===== src/rtl/cruise_speed_if.sv =====
// Cruise-control bundle between the driver inputs, the speed counter and the control FSM.
// The FSM sits on the master side; the driver and counter sit on the slave side.
interface cruise_speed_if;
    logic       power;
    logic       set;
    logic       resume;
    logic       cancel;
    logic       brake;
    logic       accel;
    logic       decel;
    logic [2:0] speed_cnt;
    logic       cnt_enable;
    logic       cnt_mode;
    logic       cnt_clear;
    logic [2:0] target;
    logic [1:0] state;
    logic       engaged;

    modport master (
        input  power, set, resume, cancel, brake, accel, decel, speed_cnt,
        output cnt_enable, cnt_mode, cnt_clear, target, state, engaged
    );

    modport slave (
        output power, set, resume, cancel, brake, accel, decel, speed_cnt,
        input  cnt_enable, cnt_mode, cnt_clear, target, state, engaged
    );
endinterface


===== src/rtl/cruise_speed_fsm.sv =====
// Cruise-control stage: turns driver inputs into up/down counter controls and
// steps the 3-bit speed counter toward a held target at one step per TICK_DIV cycles.
module cruise_speed_fsm #(
    parameter int unsigned TICK_DIV = 4
) (
    input  logic           clk,
    input  logic           clear_n,
    cruise_speed_if.master bus
);
    typedef enum logic [1:0] {
        S_OFF    = 2'b00,
        S_IDLE   = 2'b01,
        S_CRUISE = 2'b10,
        S_STBY   = 2'b11
    } state_t;

    state_t     st, st_nxt;
    logic [7:0] tick_cnt;
    logic       tick;
    logic [2:0] tgt, tgt_nxt;
    logic       want, dn, step;
    logic       en_d, mode_d, clr_d, eng_d;
    logic       en_q, mode_q, clr_q, eng_q;

    assign tick = (st != S_OFF) && (tick_cnt == 8'(TICK_DIV - 1));

    always_ff @(posedge clk or negedge clear_n) begin
        if (!clear_n) st <= S_OFF;
        else          st <= st_nxt;
    end

    // Brake and cancel outrank set/resume, so they also block engagement.
    always_comb begin
        st_nxt  = st;
        tgt_nxt = tgt;
        if (!bus.power) begin
            st_nxt  = S_OFF;
            tgt_nxt = '0;
        end else begin
            case (st)
                S_OFF: st_nxt = S_IDLE;
                S_IDLE, S_STBY: begin
                    if (!bus.brake && !bus.cancel) begin
                        if (bus.set) begin
                            st_nxt  = S_CRUISE;
                            tgt_nxt = bus.speed_cnt;
                        end else if (bus.resume && st == S_STBY) begin
                            st_nxt = S_CRUISE;
                        end
                    end
                end
                S_CRUISE: begin
                    if (bus.brake || bus.cancel) begin
                        st_nxt = S_STBY;
                    end else if (bus.set) begin
                        tgt_nxt = bus.speed_cnt;
                    end else if (tick && (bus.accel ^ bus.decel)) begin
                        if (bus.accel) tgt_nxt = (tgt == 3'd7) ? tgt : tgt + 3'd1;
                        else           tgt_nxt = (tgt == 3'd0) ? tgt : tgt - 3'd1;
                    end
                end
                default: ;
            endcase
        end
    end

    // A disengaging cruise cycle takes no step; the counter never wraps.
    always_comb begin
        want = 1'b0;
        dn   = 1'b0;
        case (st)
            S_IDLE, S_STBY: begin
                if (bus.brake) begin
                    want = 1'b1;
                    dn   = 1'b1;
                end else if (bus.accel ^ bus.decel) begin
                    want = 1'b1;
                    dn   = bus.decel;
                end
            end
            S_CRUISE: begin
                if (!bus.brake && !bus.cancel && bus.speed_cnt != tgt) begin
                    want = 1'b1;
                    dn   = bus.speed_cnt > tgt;
                end
            end
            default: ;
        endcase
        step   = tick && bus.power && want &&
                 (dn ? (bus.speed_cnt != 3'd0) : (bus.speed_cnt != 3'd7));
        en_d   = step;
        mode_d = step && dn;
        clr_d  = (st_nxt == S_OFF);
        eng_d  = (st_nxt == S_CRUISE);
    end

    always_ff @(posedge clk or negedge clear_n) begin
        if (!clear_n) begin
            tick_cnt <= '0;
            tgt      <= '0;
            en_q     <= 1'b0;
            mode_q   <= 1'b0;
            clr_q    <= 1'b1;
            eng_q    <= 1'b0;
        end else begin
            tick_cnt <= (st == S_OFF || tick) ? 8'd0 : tick_cnt + 8'd1;
            tgt      <= tgt_nxt;
            en_q     <= en_d;
            mode_q   <= mode_d;
            clr_q    <= clr_d;
            eng_q    <= eng_d;
        end
    end

    assign bus.cnt_enable = en_q;
    assign bus.cnt_mode   = mode_q;
    assign bus.cnt_clear  = clr_q;
    assign bus.target     = tgt;
    assign bus.state      = st;
    assign bus.engaged    = eng_q;
endmodule


===== src/flat_wrapper.sv =====
// flat-port wrapper written by rule: the top's interface ports become plain ports
module cruise_speed_fsm_flat 
#(
    parameter int unsigned TICK_DIV = 4
)
  (clk, clear_n, bus_power, bus_set, bus_resume, bus_cancel, bus_brake, bus_accel, bus_decel, bus_speed_cnt, bus_cnt_enable, bus_cnt_mode, bus_cnt_clear, bus_target, bus_state, bus_engaged);
  cruise_speed_if bus_i ();
  input  logic clk;
  input  logic clear_n;
  input wire logic [$bits(bus_i.power)-1:0] bus_power;
  input wire logic [$bits(bus_i.set)-1:0] bus_set;
  input wire logic [$bits(bus_i.resume)-1:0] bus_resume;
  input wire logic [$bits(bus_i.cancel)-1:0] bus_cancel;
  input wire logic [$bits(bus_i.brake)-1:0] bus_brake;
  input wire logic [$bits(bus_i.accel)-1:0] bus_accel;
  input wire logic [$bits(bus_i.decel)-1:0] bus_decel;
  input wire logic [$bits(bus_i.speed_cnt)-1:0] bus_speed_cnt;
  output wire logic [$bits(bus_i.cnt_enable)-1:0] bus_cnt_enable;
  output wire logic [$bits(bus_i.cnt_mode)-1:0] bus_cnt_mode;
  output wire logic [$bits(bus_i.cnt_clear)-1:0] bus_cnt_clear;
  output wire logic [$bits(bus_i.target)-1:0] bus_target;
  output wire logic [$bits(bus_i.state)-1:0] bus_state;
  output wire logic [$bits(bus_i.engaged)-1:0] bus_engaged;
  assign bus_i.power = bus_power;
  assign bus_i.set = bus_set;
  assign bus_i.resume = bus_resume;
  assign bus_i.cancel = bus_cancel;
  assign bus_i.brake = bus_brake;
  assign bus_i.accel = bus_accel;
  assign bus_i.decel = bus_decel;
  assign bus_i.speed_cnt = bus_speed_cnt;
  assign bus_cnt_enable = bus_i.cnt_enable;
  assign bus_cnt_mode = bus_i.cnt_mode;
  assign bus_cnt_clear = bus_i.cnt_clear;
  assign bus_target = bus_i.target;
  assign bus_state = bus_i.state;
  assign bus_engaged = bus_i.engaged;
  cruise_speed_fsm #(.TICK_DIV(TICK_DIV)) u_core (.clk(clk), .clear_n(clear_n), .bus(bus_i));
endmodule

===== config.mk =====
export PLATFORM = sky130hd
export DESIGN_NAME = cruise_speed_fsm_flat
export DESIGN_NICKNAME = d
export VERILOG_FILES = /design/src/rtl/cruise_speed_if.sv /design/src/rtl/cruise_speed_fsm.sv /design/src/flat_wrapper.sv
export SDC_FILE = /design/constraint.sdc
export NUM_CORES = 1
export LEC_CHECK = 0
export CAP_MARGIN = 20
export CELL_PAD_IN_SITES_DETAIL_PLACEMENT = 1
export CELL_PAD_IN_SITES_GLOBAL_PLACEMENT = 1
export CORE_MARGIN = 2
export CORE_UTILIZATION = 40
export CTS_BUF_LIST = sky130_fd_sc_hd__clkbuf_4
export CTS_CLUSTER_DIAMETER = 100
export DETAILED_ROUTE_END_ITERATION = 6
export PLACE_DENSITY_LB_ADDON = 0.25
export SYNTH_ARGS = -nofsm -noshare
export SYNTH_HDL_FRONTEND = slang
export SYNTH_SLANG_ARGS = --single-unit

===== constraint.sdc =====
create_clock -name clk -period 4.1 [get_ports clk]
set_input_delay 0.82 -clock clk [delete_from_list [all_inputs] [get_ports clk]]
set_output_delay 0.82 -clock clk [all_outputs]
set_load 0.03 [all_outputs]

==> flow_summary.toml <==
[floorplan]
die_x_um = 55.02
ioPinCount = 21
start_util = 0.4202
die_area_sq_um = 3027
die_y_um = 55.02
core_area_sq_um = 2477
row_count = 18

[routing]
drt-met1-wl_um = 1139
topRoutingLayerUsed = "met4"
wl_met2_um = 1372
wl_per_cell_um = 15.90
via_per_inst = 5.432
drt_pass1_iterations = 2
vias = 880
wl_um = 2576
drt_iter0_drc = 1
detail-route-antenna-nets = 0
drc = 0
wl_met3_um = 48

[timing]
max_freq_ghz = 0.3874
setup_tns_ps = 0
slew_headroom = 0.4678
setup_viol = 0
period_share = 0.6295
final.setup_skew_ps = 1.957
period_minus_slack_ps = 2581
rsz0062_at_grt = "no"
slew_violations = 0
worst_slew_pin_slew_ps = 795.9
hold_violations = 0

[yosys]
ys_seq_elements = 17
synth.yosys.warnings = 0
async_flop_share = 1.000
syn_area_sq_um = 1041
synth-edff-count = 0
synth_ff_type = "dfrtp_1"
ys_types = 43
synth_largest_area_cell = "dfrtp_1"
synth_top_cell_area_share = 0.3846
syn_inst = 111
ys_seq_area_frac = 0.4099
ys_top_cells_by_area = "dfrtp_1 (38%), ha_1 (6.0%), nor2_1 (5.0%), xor2_1 (4.2%), nand3_1 (3.8%)"
synth_nets = 129
postSynthAreaPerCell_sq_um = 9.378

[clocking]
h-tree-depth = 1
cts_hold_buf = 0
ctsResizeCount = 0
clk_pin_slew_worst_paths_ps = 100
postCtsSetupRepairBufs = 0
clock_tree.root_cell = "clkbuf_4"
clockBufferDepth = 2
cts.sinks = 17
insertion_delay_ps = 290
cts_tree = "done"
cts_made_buffers = 3

[place]
globalplace.congestion = 0.7363
io_buffers = 20
dp_hpwl_um = 2062

[status]
outcome = "complete, no violations"

[cells_and_area]
drive_above_1_share = 0.08333
final_util = 0.5187
syn_to_final_growth_pct = 23.44
antennaDiodeCount = 0
finalNetCount = 151

[pwr]
irDropWorstVdd_v = 0.0001803
p_total_mw = 0.3526
p_per_area_nw_per_um2 = 274.4
p_leak_nw = 0.5579

[setup_path]
crit_fanout = 3
rr_startpoint = "u_core.tick_cnt[0]$_DFF_PN0_"
critPathRequiredTime_ps = 4310
cp-start-kind = "primary input"
crit_path_end_kind = "flip-flop"
worst-setup-path-type = "in2reg"
r2r_end = "u_core.bus.target[0]$_DFFE_PN0P_"
arrival_ps = 2790
rr_worst_depth = 6
r2r_slack_ps = 1890

[hold_path]
whs_path_depth = 1
whs_endpoint = "u_core.tick_cnt[0]$_DFF_PN0_"
hold_path.class = "reg2reg"
hold_start = "u_core.tick_cnt[0]$_DFF_PN0_"

[global_route]
grt_pass1_wl_um = 4140
grt_start_max_net_pins = 18
grt.total_usage = 0.1961
grt_antenna_before_repair = 0
overflow = 0
grt_pass1_vias = 905

[flow_run]
drv_cap = 0
[worst max-delay path by stage]
stage,start,end,cells past startpoint
final,bus_speed_cnt[0],u_core.bus.cnt_enable$_DFF_PN0_,8
after detailed placement,bus_accel,u_core.bus.target[0]$_DFFE_PN0P_,6
after global routing,bus_speed_cnt[0],u_core.bus.cnt_enable$_DFF_PN0_,8
after global placement,bus_accel,u_core.bus.target[0]$_DFFE_PN0P_,6
after floorplan,bus_accel,u_core.bus.target[0]$_DFFE_PN0P_,6
after CTS,bus_accel,u_core.bus.target[0]$_DFFE_PN0P_,6
[stage by stage]
stage / setup slack, ps / hold slack [ps] / instance area [sq um] / cells
after floorplan: 1900 / 469.5 / 1041 / 111
after global placement: 1313 / 510.8 / 1257 / 158
after detailed placement: 1270 / 525.2 / 1257 / 158
after CTS: 1582 / 540.3 / 1285 / 162
after global routing: 1252 / 566.5 / 1285 / 162
final: 1519 / 538.2 / 1285 / 162
[worst max-delay path, cell delays in order]
cell and delay, ps:
clkdlybuf4s50_1 490, inv_1 80, ha_1 280, nand3_1 80, nand3_1 100, a2111oi_0 580
o21ai_0 190, a21oi_1 180
[report_power, final]
part	switching (mW)	internal [mW]
Combinational	0.0410	0.0341
Sequential	0.0111	0.176
Clock	0.0545	0.0362
Total	0.106	0.246
[kinds of logic after synthesis]
family          count (synthesis)  share of synthesized area
xor+xnor                        8                    0.06731
compound gates                 19                     0.1202
fa+ha+maj                       6                    0.07933
flops                          17                     0.4099
mux                             2                    0.02043
buf+inv                        12                    0.05287
simple gates                   47                     0.2500
[placed cells by master (no fill, tap or decap), types with 2 or more instances in the layout]
cell type / netlist / routed
a21oi_1: 3 / 3
nor2_1: 14 / 14
o21ai_0: 4 / 4
dfrtp_1: 16 / 16
nor2b_1: 2 / 2
xnor2_1: 3 / 3
xor2_1: 5 / 5
clkbuf_4: 0 / 3
clkdlybuf4s50_1: 0 / 20
nand3_1: 8 / 8
inv_1: 9 / 9
o31ai_1: 2 / 2
nand2_1: 9 / 9
ha_1: 5 / 5
[cell type report]
cell class | count | area (sq um)
Clock inverter | 1 | 5.005
Multi-Input combinational cell | 82 | 559.3
Clock buffer | 3 | 22.52
Sequential cell | 17 | 426.7
Tap cell | 30 | 37.54
Timing Repair Buffer | 20 | 200.2
Fill cell | 308 | 1192
Inverter | 9 | 33.78
[sequential cells by signal (all words and copies together) (netlist names)]
signal,flops
u_core.bus.cnt_mode,1
u_core.tick_cnt,8
u_core.bus.target,3
u_core.bus.cnt_enable,1
u_core.bus.cnt_clear,1
u_core.bus.engaged,1
u_core.bus.state,2
[synth_stat cells (2+ instances only)]
library cell   n
dfrtp_1       16
nor2_1        14
inv_1          9
nand2_1        9
nand3_1        8
ha_1           5
xor2_1         5
o21ai_0        4
a21oi_1        3
xnor2_1        3
nor2b_1        2
o31ai_1        2
[layer usage]
layer  global-route usage  vias to the layer above
met5                    0                        -
met4              0.06504                        0
met3              0.02688                        2
met2               0.3611                        7
met1               0.2323                      441
li1                     -                      430
Note: power is estimated with default switching activity, not from simulation.
